### config.mk
export PLATFORM = sky130hd
export DESIGN_NAME = multi_watchdog
export DESIGN_NICKNAME = d
export VERILOG_FILES = /design/src/rtl/multi_watchdog.sv
export SDC_FILE = /design/constraint.sdc
export NUM_CORES = 1
export LEC_CHECK = 0
export ABC_CLOCK_PERIOD_IN_PS = 9500
export BUFFER_PORTS_ARGS = -buffer_cell sky130_fd_sc_hd__buf_2
export CORE_MARGIN = 5
export CORE_UTILIZATION = 54
export DETAILED_ROUTE_END_ITERATION = 8
export PLACE_DENSITY = 0.73
export REMOVE_ABC_BUFFERS = 1
export SLEW_MARGIN = 20
export SYNTH_ARGS = -nofsm -noshare
export SYNTH_HDL_FRONTEND = slang
export SYNTH_SLANG_ARGS = --single-unit
### constraint.sdc
create_clock -name clk -period 9.5 [get_ports clk]
set_input_delay 1.9 -clock clk [delete_from_list [all_inputs] [get_ports clk]]
set_output_delay 1.9 -clock clk [all_outputs]
set_load 0.01 [all_outputs]
### src/rtl/multi_watchdog.sv
// N-channel activity watchdog: each channel watches a data slice, warns before
// timeout, and latches expiry / too-early-kick faults until software clears them.
module multi_watchdog #(
  parameter int NUM_CH     = 3,
  parameter int CH_W       = 8,
  parameter int CNT_W      = 20,
  parameter int TIMEOUT    = 100000,
  parameter int WARN_AT    = 75000,
  parameter int WINDOW_MIN = 0
) (
  input  logic                   clk,
  input  logic                   rst_n,
  input  logic [NUM_CH*CH_W-1:0] data_in,
  input  logic [NUM_CH-1:0]      ch_en,
  input  logic [NUM_CH-1:0]      clear,
  output logic [NUM_CH-1:0]      warn,
  output logic [NUM_CH-1:0]      expired,
  output logic [NUM_CH-1:0]      early_fault,
  output logic                   any_fault,
  output logic [7:0]             fault_count
);

  typedef enum logic [1:0] {
    DISARMED = 2'd0,
    RUNNING  = 2'd1,
    FAULT    = 2'd2
  } ch_state_e;

  localparam logic [CNT_W-1:0] TO_LAST  = CNT_W'(TIMEOUT - 1);
  localparam logic [CNT_W-1:0] WARN_TH  = CNT_W'(WARN_AT);
  localparam bit               WIN_EN   = (WINDOW_MIN > 0);
  // Window test is written as cnt <= WINDOW_MIN-1 so a disabled window never
  // produces a constant unsigned "< 0" compare.
  localparam logic [CNT_W-1:0] WIN_LAST = WIN_EN ? CNT_W'(WINDOW_MIN - 1) : '0;

  ch_state_e        state_q [NUM_CH];
  ch_state_e        state_d [NUM_CH];
  logic [CH_W-1:0]  ref_q   [NUM_CH];
  logic [CH_W-1:0]  ref_d   [NUM_CH];
  logic [CNT_W-1:0] cnt_q   [NUM_CH];
  logic [CNT_W-1:0] cnt_d   [NUM_CH];
  logic [CH_W-1:0]  slice   [NUM_CH];

  logic [NUM_CH-1:0] warn_q, warn_d;
  logic [NUM_CH-1:0] exp_q, exp_d;
  logic [NUM_CH-1:0] early_q, early_d;
  logic [NUM_CH-1:0] enter_fault;
  logic [7:0]        fc_q, fc_d;
  logic [15:0]       n_enter;
  logic [15:0]       fc_sum;

  for (genvar g = 0; g < NUM_CH; g++) begin : g_slice
    assign slice[g] = data_in[g*CH_W +: CH_W];
  end

  always_comb begin
    warn_d      = warn_q;
    exp_d       = exp_q;
    early_d     = early_q;
    enter_fault = '0;
    for (int unsigned i = 0; i < unsigned'(NUM_CH); i++) begin
      state_d[i] = state_q[i];
      ref_d[i]   = ref_q[i];
      cnt_d[i]   = cnt_q[i];
      case (state_q[i])
        DISARMED: begin
          if (ch_en[i]) begin
            ref_d[i]   = slice[i];
            cnt_d[i]   = '0;
            state_d[i] = RUNNING;
          end
        end
        RUNNING: begin
          if (!ch_en[i]) begin
            state_d[i] = DISARMED;
            cnt_d[i]   = '0;
            warn_d[i]  = 1'b0;
          end else if (slice[i] != ref_q[i]) begin
            ref_d[i] = slice[i];
            if (WIN_EN && (cnt_q[i] <= WIN_LAST)) begin
              early_d[i]     = 1'b1;
              warn_d[i]      = 1'b0;
              state_d[i]     = FAULT;
              enter_fault[i] = 1'b1;
            end else begin
              cnt_d[i]  = '0;
              warn_d[i] = 1'b0;
            end
          end else if (cnt_q[i] == TO_LAST) begin
            exp_d[i]       = 1'b1;
            warn_d[i]      = 1'b0;
            state_d[i]     = FAULT;
            enter_fault[i] = 1'b1;
          end else begin
            cnt_d[i] = cnt_q[i] + CNT_W'(1);
            if ((cnt_q[i] + CNT_W'(1)) >= WARN_TH) begin
              warn_d[i] = 1'b1;
            end
          end
        end
        FAULT: begin
          warn_d[i] = 1'b0;
          if (clear[i]) begin
            exp_d[i]   = 1'b0;
            early_d[i] = 1'b0;
            state_d[i] = DISARMED;
          end
        end
        default: begin
          state_d[i] = DISARMED;
          cnt_d[i]   = '0;
          warn_d[i]  = 1'b0;
        end
      endcase
    end
  end

  always_comb begin
    n_enter = '0;
    for (int unsigned i = 0; i < unsigned'(NUM_CH); i++) begin
      n_enter = n_enter + 16'(enter_fault[i]);
    end
    fc_sum = {8'h00, fc_q} + n_enter;
    fc_d   = (fc_sum > 16'd255) ? 8'hFF : fc_sum[7:0];
  end

  always_ff @(posedge clk) begin
    if (!rst_n) begin
      for (int unsigned i = 0; i < unsigned'(NUM_CH); i++) begin
        state_q[i] <= DISARMED;
        ref_q[i]   <= '0;
        cnt_q[i]   <= '0;
      end
      warn_q  <= '0;
      exp_q   <= '0;
      early_q <= '0;
      fc_q    <= '0;
    end else begin
      for (int unsigned i = 0; i < unsigned'(NUM_CH); i++) begin
        state_q[i] <= state_d[i];
        ref_q[i]   <= ref_d[i];
        cnt_q[i]   <= cnt_d[i];
      end
      warn_q  <= warn_d;
      exp_q   <= exp_d;
      early_q <= early_d;
      fc_q    <= fc_d;
    end
  end

  assign warn        = warn_q;
  assign expired     = exp_q;
  assign early_fault = early_q;
  assign any_fault   = (|exp_q) | (|early_q);
  assign fault_count = fc_q;

endmodule

# Word level (Yosys, flattened, before mapping)
# Memory sizes are Yosys's and may differ from the RTL's.
# Cells that the tools add are included.
classes:
  n_addsub: 6
  multipliers: 0
  div_mod_pow: 0
  n_lt_le_gt_ge: 4
  n_eq_ne: 27
  shift: 0
  n_mux: 99
  bitwise_logic: 12
  reduce_logical: 13
ops:
  columns: ["cell", "count"]
  rows:
  - ["2-to-1 mux 20 bit", 15]
  - ["case mux 20 bit (3 select lines)", 3]
  - ["2-to-1 mux 8 bit", 13]
  - ["adder 20 x 1 -> 20 bit (second input constant)", 3]
  - ["equality test 20 x 17 -> 1 bit (second input constant)", 3]
  - ["greater-or-equal comparator 20 x 17 -> 1 bit (second input constant)", 3]
  - ["case mux 8 bit (2 select lines)", 3]
  - ["2-to-1 mux 1 bit", 38]
  - ["2-to-1 mux 2 bit", 18]
  - ["inequality test 2 bit (second input constant)", 12]
  - ["inequality test 8 bit", 3]
  - ["case mux 2 bit (3 select lines)", 3]
  - ["inequality test 5 bit (second input constant)", 3]
  - ["AND reduction 5 bit", 3]
  - ["case mux 1 bit (2 select lines)", 6]
  - ["adder 8 x 3 -> 9 bit", 1]
  - ["greater-than comparator 9 x 8 -> 1 bit (second input constant)", 1]
  - ["bitwise OR 1 bit", 9]
  - ["equality test 2 x 1 -> 1 bit (second input constant)", 3]
  - ["equality test 2 bit (second input constant)", 3]
  - ["zero test 2 bit", 3]
  - ["AND reduction 2 bit", 3]
  - ["nonzero test 2 bit", 3]
  - ["adder 2 x 1 -> 3 bit", 1]
  - ["3 further kinds", 5]
word_totals:
  ff_bits: 14
  latch_bits: 0
  ram_bits: 90
  rom_bits: 0
  input_bits: 32
  elab_cells: 171
  mem_count: 3
memory_table:
  columns: ["memory", "words", "word_bits", "rd", "rd_clocked_by_memory_dff", "write_ports", "line_no", "text"]
  rows:
  - ["cnt_q", 3, 20, 3, 0, 3, "40", "logic [CNT_W-1:0] cnt_q [NUM_CH];"]
  - ["ref_q", 3, 8, 3, 0, 3, "38", "logic [CH_W-1:0] ref_q [NUM_CH];"]
  - ["state_q", 3, 2, 3, 0, 3, "36", "ch_state_e state_q [NUM_CH];"]

# Longest topological paths before layout
# An unclocked memory read counts as a cell.
logic_depth:
  depth_word: 11
  ltp_mapped: 18
  ltp_nobuf: 16

# Worst setup path after synthesis
# Ideal clock, no wire load.
synth_timing:
  kind: "input -> register"
  startpoint: "input data_in[18]"
  endpoint: "register fc_q[0] (netlist: fault_count[0])"
  arrival_ns: 4.662
  t_required_ns: 9.429
  setup_slack_ns: 4.767
  stages: 14
  path_buffers: 1
  path_cell_list: "xnor2_1 -> nand4_1 -> nor4_1 -> clkbuf_1 -> nand2b_1 -> fa_1 -> inv_1 -> ha_1 -> inv_1 -> fa_1 -> nor2_1 -> and3_1 -> nand3_1 -> a21oi_1"
synth_between:
  elab_chain_len: 8
synth_rtl:
  columns: ["element", "line_no", "text"]
  rows:
  - ["start: declaration", "13", "input logic [NUM_CH*CH_W-1:0] data_in,"]
  - ["inequality test 8 bit *", "78", "end else if (slice[i] != ref_q[i]) begin"]
  - ["2-to-1 mux 1 bit *", "78", null]
  - ["2-to-1 mux 1 bit *", "74", "if (!ch_en[i]) begin"]
  - ["2-to-1 mux 1 bit *", "65", "case (state_q[i])"]
  - ["adder 2 x 1 -> 3 bit *", "121", "n_enter = n_enter + 16'(enter_fault[i]);"]
  - ["adder 8 x 3 -> 9 bit *", "123", "fc_sum = {8'h00, fc_q} + n_enter;"]
  - ["greater-than comparator 9 x 8 -> 1 bit", "124", "fc_d = (fc_sum > 16'd255) ? 8'hFF : fc_sum[7:0];"]
  - ["2-to-1 mux 8 bit *", "124", null]
  - ["end signal: assignment", "137", "fc_q <= '0;"]
  - ["end signal: assignment", "147", "fc_q <= fc_d;"]
  - ["end: declaration", "48", "logic [7:0] fc_q, fc_d;"]
# Mark *: on every way between the ends. The rest lies on a longest branch, timed or not.
# A chain may end at the register's enable or synchronous reset.

# Final worst setup path
layout_timing:
  startpoint: "input ch_en[0]"
  endpoint: "register fc_q[1] (netlist: fault_count[1])"
layout_between:
  elab_chain_len: 7
layout_rtl:
  columns: ["element", "line_no", "text"]
  rows:
  - ["start: declaration", "14", "input logic [NUM_CH-1:0] ch_en,"]
  - ["2-to-1 mux 1 bit *", "74", null]
  - ["2-to-1 mux 1 bit *", "65", null]
  - ["adder 1 x 1 -> 2 bit *", "121", null]
  - ["adder 2 x 1 -> 3 bit *", "121", null]
  - ["adder 8 x 3 -> 9 bit *", "123", null]
  - ["greater-than comparator 9 x 8 -> 1 bit", "124", null]
  - ["2-to-1 mux 8 bit *", "124", null]
# Marks and branches as above.

==> results.toml <==
[drt]
routed_via_density = 6.06
routed-via-count = 5810
routedWlPerCell_um = 15.2
ant_nets = 0
drc = 0
drt_iter0_markers = 383
wl_mm = 14.6
dr.pass1.iters = 5

[worst_setup_path]
cp_common_cell = "inv_1"
crit_start = "ch_en[0]"
critical_path_buf_inv_count = 4
criticalPathCategory = "in -> reg"
timing.rr.start = "cnt_q[0][17]$_SDFFE_PN0P_"
slowest_delay_ns = 0.56
critPathRequiredTime_ns = 9.78
cp_max_fo = 13
arrival_ns = 5.31
worstSetupStartpointType = "primary input"
crit_slowest_cell = "nand4_1"
end_kind = "flip-flop"
path_cells = "buf_2 > nor2b_1 > nand4_1 > nor2_1 > inv_1 > fa_1 > inv_1 > ha_1 > inv_1 > fa_1 > nor2_1 > and3_1 > nand3_1 > a21oi_1"
cp_top_family = "simple AND/OR/NAND/NOR gates"

[pwr]
comb_power_share_pct = 6.1
p_leak_nw = 2.32
internal_power_mw = 0.675
vdd_drop_max_uv = 169
clkPwrFrac_pct = 43.8
p_switching_mw = 0.218
p_sw_share_pct = 24.4
p_per_area_nw_per_um2 = 133
p_seq_share_pct = 50.0

[place]
place_area_um2 = 6400
place_ws_ns = 4.13
gp_congestion = 0.921
port-buffer-count = 46
hpwlAfterDp_mm = 10.3

[timing]
fin_crit_ns = 5.03
slew_viol_final = 0
final.setup_skew_ns = 0.00854
max-slew-margin-rel_pct = 40.4
clock.fmax_ghz = 0.199
rsz0062_at_grt = "false"
hold_viol = 0
tightest_slew_ns = 0.886
finalCritPeriodShare_pct = 52.9
fin_ws_ns = 4.47
setup_tns_ns = 0
final-setup-viol-count = 0

[grt]
grt_pass1_wl_mm = 24.7
grt_pass1_vias = 5471
grt_max_degree = 58
grt_util_all_layers_pct = 21.9
grt_overflow = 0
antenna_found_initial = 0

[die]
die_w_um = 117
fp.dieArea_um2 = 13600
rows = 39
start_util_pct = 54.5
die_h_um = 117
fp.coreArea_um2 = 11300
io_pins = 50

[job]
drv_cap = 0

[synth]
synthCells = 795
ys.flop_type = "dfxtp_1"
syn_area_um2 = 6140
async_flop_share_pct = 0
yosys_warnings = 0
ys_types = 71
synth-seq-cells = 104
synth_top_area_cell = "dfxtp_1"
synth_top_area_share_pct = 33.9
yosysMostFrequentCell = "dfxtp_1"
synth_common_cells = "dfxtp_1 (104), nand2_1 (79), a21oi_1 (67), nor2_1 (58), nand3_1 (43)"
synth.avg_cell_area_um2 = 7.73
synth-seq-area-share_pct = 33.9
synth_area_leaders = "dfxtp_1 (34%), a21oi_1 (5.5%), nand2_1 (4.8%)"
synth_edf_count = 0

[clocking]
clock-root-buffer = "clkbuf_16"
path_clk_slew_ns = 0.07
clock-sinks = 104
cts_tree = "built"
cts_setup_buffers = 0
cts_hold_buf = 0
htree_levels = 3
cts_buffers = 9
cts_max_path_buffers = 2
ctsResizeCount = 0
insertion_delay_ns = 0.36

[final_layout]
n_antenna_cell = 0
layout-drive-gt1-share_pct = 10.6
syn2layout_area_growth_pct = 9.22
final_area_um2 = 6710
num-nets-final = 849

[worst_hold_path]
hold_class = "reg -> reg"
hold_start = "ref_q[0][17]$_SDFFE_PN0P_"

[outcome]
outcome = "complete, no violations"
==> layer usage <==
layer  up-vias  track usage [%]  part of all wire, %  wire [µm]
li1       2929                -                    -          -
met5         -                0                    0          0
met4         0             7.34                  1.7        254
met1      2724             27.2                   45       6540
met3        22             5.60                  4.6        677
met2       135             37.2                   49       7130
==> power groups by stage <==
stage          combinational [mW]  sequential [mW]  clock [mW]
5_1_grt                    0.0608            0.448       0.420
4_1_cts                    0.0545            0.447       0.401
3_5_place_dp               0.0544            0.457           0
3_3_place_gp               0.0529            0.457           0
2_1_floorplan              0.0344            0.456           0
6_report                   0.0546            0.447       0.392
==> sequential cells by signal, summed over array words and instances (netlist names) <==
name         cells
cnt_q           60
expired          3
fault_count      8
ref_q           24
state_q          6
warn             3
==> metrics by stage <==
stage	cells	util (%)	hold slack, ns	power, mW
after detailed placement	942	56.7	0.461	0.512
after floorplan	748	-	0.449	0.490
after global routing	958	59.5	0.489	0.928
after global placement	942	56.7	0.455	0.510
after CTS	958	59.5	0.471	0.902
final	958	59.5	0.470	0.893
==> cells by family after synthesis <==
family                   after synthesis  share of synthesized area, %
AO/OA/AOI/OAI                        196                          20.4
XOR/XNOR                              44                          6.27
flip-flops                           104                          33.9
adder cells (fa/ha/maj)                7                          1.67
other                                  1                        0.0610
buffers and inverters                 71                          4.64
multiplexers                          17                          2.77
AND/OR/NAND/NOR                      355                          30.3
==> worst paths after layout <==
check | endpoint | slack [ns] | cells past startpoint
min | ref_q[0][17]$_SDFFE_PN0P_ | 0.47 | 2
min reg2reg | ref_q[0][17]$_SDFFE_PN0P_ | 0.47 | 2
max | fault_count[1]$_SDFF_PN0_ | 4.47 | 14
max reg2reg | fault_count[1]$_SDFF_PN0_ | 5.31 | 14
==> tightest hold or removal path: stages, from the launching register on <==
cell and delay, ns:
dfxtp_1 0.32, nand2_1 0.05, a21oi_1 0.05
==> layout by cell type (no fill, tap or decap), types with 3 or more instances in the layout <==
cell	instances
or2_2	5
a41oi_1	5
o22ai_1	3
dfxtp_1	104
o21ai_0	41
nor2_1	58
or3_1	15
a22oi_1	3
nor4_1	15
conb_1	3
xor2_1	14
and2_1	13
ha_1	5
or4_1	7
xnor2_1	30
o221a_2	4
and3_1	6
nor2b_1	10
nand4_1	25
a21boi_0	10
mux2i_1	17
nor3b_1	5
o21a_1	8
nand2b_1	7
inv_1	21
clkbuf_16	9
nor3_1	36
buf_4	5
nand2_1	79
and4_1	11
nand3b_1	8
buf_2	46
o31ai_1	4
a211oi_1	13
a21oi_1	67
nand3_1	43
a31oi_1	10
==> final cells by class <==
class / instances / area, µm²
Tap cell: 143 / 179
Clock inverter: 6 / 86.3
Multi-Input combinational cell: 622 / 3780
Clock buffer: 10 / 229
Sequential cell: 104 / 2080
Fill cell: 1016 / 4560
Timing Repair Buffer: 51 / 268
Inverter: 22 / 82.6
(Power assumes the default switching activity.)
